--- src/rtl/seg7_display_mux.sv ---
// seg7_display_mux: time-multiplexed 4-digit common-anode seven-segment driver.
// Scans MM:SS BCD digits right to left and blinks the selected pair while adjusting.
// Anodes, segments and decimal point are active-low and registered.
// Optional feature macro: DISP_COLON_EN lights the decimal point on digit 2 (MM.SS).
module seg7_display_mux #(
  parameter int unsigned REFRESH_DIV = 50000,
  parameter int unsigned BLINK_DIV   = 25000000
) (
  input  logic       clk,
  input  logic       rst,
  input  logic [3:0] min_1,
  input  logic [3:0] min_2,
  input  logic [3:0] sec_1,
  input  logic [3:0] sec_2,
  input  logic       adj,
  input  logic       sel,
  output logic [6:0] seg,
  output logic [3:0] an,
  output logic       dp
);

  localparam int unsigned RW = $clog2(REFRESH_DIV);
  localparam int unsigned BW = $clog2(BLINK_DIV);
  localparam logic [RW-1:0] REFRESH_LAST = RW'(REFRESH_DIV - 1);
  localparam logic [BW-1:0] BLINK_LAST   = BW'(BLINK_DIV - 1);

  logic [RW-1:0] refresh_cnt;
  logic [1:0]    idx;
  logic [BW-1:0] blink_cnt;
  logic          blink_ph;

  logic [3:0] digit;
  logic [6:0] seg_next;
  logic [3:0] an_next;
  logic       blank;
  logic       dp_next;

  // Pick the digit for the current scan slot (idx 0 is the rightmost digit).
  always_comb begin
    digit = sec_2;
    case (idx)
      2'd0: digit = sec_2;
      2'd1: digit = sec_1;
      2'd2: digit = min_2;
      2'd3: digit = min_1;
      default: digit = sec_2;
    endcase
  end

  // BCD to active-low {g,f,e,d,c,b,a}; non-decimal codes show a dash.
  always_comb begin
    seg_next = 7'b0111111;
    case (digit)
      4'd0: seg_next = 7'b1000000;
      4'd1: seg_next = 7'b1111001;
      4'd2: seg_next = 7'b0100100;
      4'd3: seg_next = 7'b0110000;
      4'd4: seg_next = 7'b0011001;
      4'd5: seg_next = 7'b0010010;
      4'd6: seg_next = 7'b0000010;
      4'd7: seg_next = 7'b1111000;
      4'd8: seg_next = 7'b0000000;
      4'd9: seg_next = 7'b0010000;
      default: seg_next = 7'b0111111;
    endcase
  end

  // Blank the slot when it belongs to the selected pair during the off blink phase.
  always_comb begin
    blank   = adj & blink_ph & (sel ? ~idx[1] : idx[1]);
    an_next = blank ? '1 : ~(4'b0001 << idx);
`ifdef DISP_COLON_EN
    dp_next = ~((idx == 2'd2) & ~blank);
`else
    dp_next = 1'b1;
`endif
  end

  // Scan/blink timebases and registered display outputs.
  always_ff @(posedge clk) begin
    if (rst) begin
      refresh_cnt <= '0;
      idx         <= '0;
      blink_cnt   <= '0;
      blink_ph    <= 1'b0;
      an          <= '1;
      seg         <= '1;
      dp          <= 1'b1;
    end else begin
      if (refresh_cnt == REFRESH_LAST) begin
        refresh_cnt <= '0;
        idx         <= idx + 2'd1;
      end else begin
        refresh_cnt <= refresh_cnt + 1'b1;
      end

      if (!adj) begin
        blink_cnt <= '0;
        blink_ph  <= 1'b0;
      end else if (blink_cnt == BLINK_LAST) begin
        blink_cnt <= '0;
        blink_ph  <= ~blink_ph;
      end else begin
        blink_cnt <= blink_cnt + 1'b1;
      end

      an  <= an_next;
      seg <= seg_next;
      dp  <= dp_next;
    end
  end

endmodule

--- config.mk ---
export PLATFORM = sky130hd
export DESIGN_NAME = seg7_display_mux
export DESIGN_NICKNAME = d
export VERILOG_FILES = /design/src/rtl/seg7_display_mux.sv
export SDC_FILE = /design/constraint.sdc
export NUM_CORES = 1
export LEC_CHECK = 0
export ABC_AREA = 1
export CAP_MARGIN = 25
export CORE_ASPECT_RATIO = 0.7
export CORE_MARGIN = 5
export CORE_UTILIZATION = 40
export CTS_CLUSTER_SIZE = 16
export DETAILED_ROUTE_END_ITERATION = 8
export PLACE_DENSITY = 0.59
export REMOVE_ABC_BUFFERS = 1
export SYNTH_ARGS = -nofsm -noshare
export SYNTH_HDL_FRONTEND = slang
export SYNTH_SLANG_ARGS = --single-unit
--- constraint.sdc ---
create_clock -name clk -period 2.1 [get_ports clk]
set_clock_uncertainty 0.2 [all_clocks]
set_input_delay 0.315 -clock clk [delete_from_list [all_inputs] [get_ports clk]]
set_output_delay 0.315 -clock clk [all_outputs]
set_load 0.02 [all_outputs]
==> impl_metrics.toml, run 1 <==
[critical_path]
slowest_stage = "dfxtp_2"
cpMostUsedCell = "nand2_1"
rr_worst_depth = 11
critical_path_class = "reg2reg"
required_ns = 2.11
r2r-end = "seg[3]"
critPathBufInv = 3
cp_slowest_stage_delay_ns = 0.36
cp-end-kind = "flop"
path_cells = "inv_1 > ha_1 > inv_2 > nor2_1 > o21bai_2 > ha_1 > inv_1 > nand2_1 > nand2_1 > nand2_1 > nand2_1"
crit_fanout = 7
rr_startpoint = "idx[0]"
critPathLaunchType = "flop"
arrival_ns = 1.93
r2r_setup_slack_ns = 0.18
crit_family = "adder cells"

[global_routing]
antenna_found_initial = 0
grt_first_pass_wirelength_um = 10800
overflow = 0
grt_max_degree = 26
grt_pass1_vias = 2340
grt_util_all_layers_pct = 14.4

[final_layout]
antenna-diode-count = 0
post-route-util_pct = 47.7
drive_gt1_share_pct = 9.24
fin_area_mm2 = 0.00347
syn2layout_area_growth_pct = 16.6
nets = 506

[worst_hold_path]
hold_path.class = "reg2reg"
holdPathEnd = "blink_cnt[24]"
holdCritStartpoint = "blink_cnt[24]"
hold_depth = 2

[synth]
synth_edf_count = 0
synth_common_cells = "nand2_1 (137), nor2_1 (68), dfxtp_1 (55)"
synth_top_cell_by_area = "dfxtp_1"
ys_ff_latch = 55
synth_warnings = 0
synthFlopType = "dfxtp_1"
synth_cells = 440
synthArstFlopShare_pct = 0
ys_seq_area_share_pct = 37.0
netlist_area_mm2 = 0.00298
synth.top_cell.area_share_pct = 37.0
synthDistinctLibCells = 29
synthTopCellsByArea = "dfxtp_1 (37%), nand2_1 (17%), nor2_1 (8.6%), inv_1 (5.8%), nand3_1 (4.7%)"
avgSynthCellArea_um2 = 6.77
synth_most_common_cell = "nand2_1"

[sta]
setup_viol = 0
holdWs_ns = 0.263
maxSlewViolCount = 0
fin_ws_ns = 0.177
fin_crit_sh_pct = 91.6
fin_crit_ns = 1.92
clock.fmax_mhz = 520
hold_violations = 0

[routing]
routedWlPerCell_um = 11.5
drtIter0Drc = 137
wl_um = 6590
vias = 2642
ant_nets = 0
via_per_inst = 4.60
drt_pass1_iterations = 5
drc_errors = 0

[clock_tree]
worst_skew_pair.late_latency_ns = 0.31
cts_buffers = 5
cts_tree = "yes"
clkTransAtPathRegs_ns = 0.10
h-tree-depth = 2
cts_sinks = 55
clockRootBuffer = "clkbuf_8"
clockBufferDepth = 2

[die]
die_w_um = 113
core_area_mm2 = 0.00729
ioPinCount = 32
dieHeight_um = 82.2
initial_core_util_pct = 40.9
die_area_mm2 = 0.00930
std_cell_rows = 26

[power_and_ir_drop]
total_power_mw = 1.82
powerDensity_mw_per_mm2 = 524
irDropWorstVdd_mv = 0.276
leakagePower_nw = 1.18

[placed_design]
gp_congestion = 0.799
dp_hpwl_um = 4990
dp_slack_ns = 0.0618
portBuffers = 30
dpl_cell_area_mm2 = 0.00337

[run]
cap_violations = 0

[outcome]
outcome = "finished clean"
## state kept, by name, indices dropped and copies added (netlist names)
| name | cells |
|---|---|
| blink_cnt | 25 |
| refresh_cnt | 16 |
| seg | 7 |
| an | 4 |
| idx | 2 |
| blink_ph | 1 |
## cell usage in the layout, fill, tap and decap left out, drive strengths merged
cell type	Yosys	layout
conb	1	1
dfxtp	55	55
nor4	1	1
clkbuf	0	6
a31oi	1	1
a21oi	27	27
o21bai	5	5
clkdlybuf4s50	0	30
clkinv	0	1
nor3	7	7
inv	49	49
nand3	29	29
buf	4	3
o21ai	4	4
nand4	9	9
xnor2	5	5
nor2	77	77
or2	2	2
nand2	144	144
xor2	5	5
nand3b	5	5
ha	10	10
## worst max-delay path by stage
stage | startpoint | slack [ns] | cells after the start | end
floorplan | idx[1] | 0.28 | 11 | seg[3]
detailed placement | idx[1] | 0.06 | 11 | seg[3]
finish | idx[0] | 0.18 | 11 | seg[3]
CTS | idx[1] | 0.03 | 11 | seg[3]
global placement | idx[1] | 0.13 | 11 | seg[3]
global route | idx[0] | -0.005 | 11 | seg[3]
## kinds of logic after synthesis
kind of cell | after synthesis | share of synthesized area (%)
adder cells (fa/ha/maj) | 10 | 4.20
AND/OR/NAND/NOR | 274 | 40.2
AO/OA/AOI/OAI | 37 | 7.69
XOR/XNOR | 10 | 2.94
buffers and inverters | 53 | 7.86
flip-flops | 55 | 37.0
other | 1 | 0.126
## cell type report
cell class / count / area, um^2
fill: 749 / 3810
multi-input combinational: 332 / 1650
sequential: 55 / 1100
timing repair buffer: 33 / 323
inverter: 49 / 184
tap: 98 / 123
clock buffer: 6 / 82.6
clock inverter: 1 / 5.00
## layer usage
metal  share of wire (%)  track usage, %
met1                  57            21.6
met2                  36            20.3
met3                 5.8            3.42
met4                 1.0            4.20
met5                   0               0
## through the flow
stage               TNS [ns]  cells
global route        -0.00452    574
floorplan                  0    436
detailed placement         0    567
CTS                        0    574
global placement           0    567
finish                     0    574
## repair_timing
action | 4_1_cts | 5_1_grt
endpoints found under the setup margin | 0 | 6
hold buffers | 0 | 0
hold endpoints to repair | 0 | 0
setup buffers | 0 | 0
resized for setup | 0 | 5
## tightest hold or removal path, stage by stage (launching register included)
cell and delay (ns):
dfxtp_1 0.32, nand2_1 0.06, a21oi_1 0.05
## power by group
| group | switching [mW] | internal, mW |
|---|---|---|
| combinational | 0.0775 | 0.0739 |
| sequential | 0.00757 | 1.06 |
| clock | 0.342 | 0.260 |
Power figures use the tool's default switching activity.
==> inputs of run 2 (changes only) <==
--- a/config.mk
+++ b/config.mk
@@ -14,6 +14,7 @@
 export DETAILED_ROUTE_END_ITERATION = 8
 export PLACE_DENSITY = 0.59
 export REMOVE_ABC_BUFFERS = 1
+export SLEW_MARGIN = 20
 export SYNTH_ARGS = -nofsm -noshare
 export SYNTH_HDL_FRONTEND = slang
 export SYNTH_SLANG_ARGS = --single-unit
==> results of run 2 <==
Same layout as run 1: the final DEF is identical, and so are final timing and power.
==> inputs of run 3 (changes only) <==
--- a/config.mk
+++ b/config.mk
@@ -14,7 +14,7 @@
 export DETAILED_ROUTE_END_ITERATION = 8
 export PLACE_DENSITY = 0.59
 export REMOVE_ABC_BUFFERS = 1
-export SLEW_MARGIN = 20
+export SLEW_MARGIN = 10
 export SYNTH_ARGS = -nofsm -noshare
 export SYNTH_HDL_FRONTEND = slang
 export SYNTH_SLANG_ARGS = --single-unit
==> results of run 3 <==
Same layout as run 1: the final DEF is identical, and so are final timing and power.
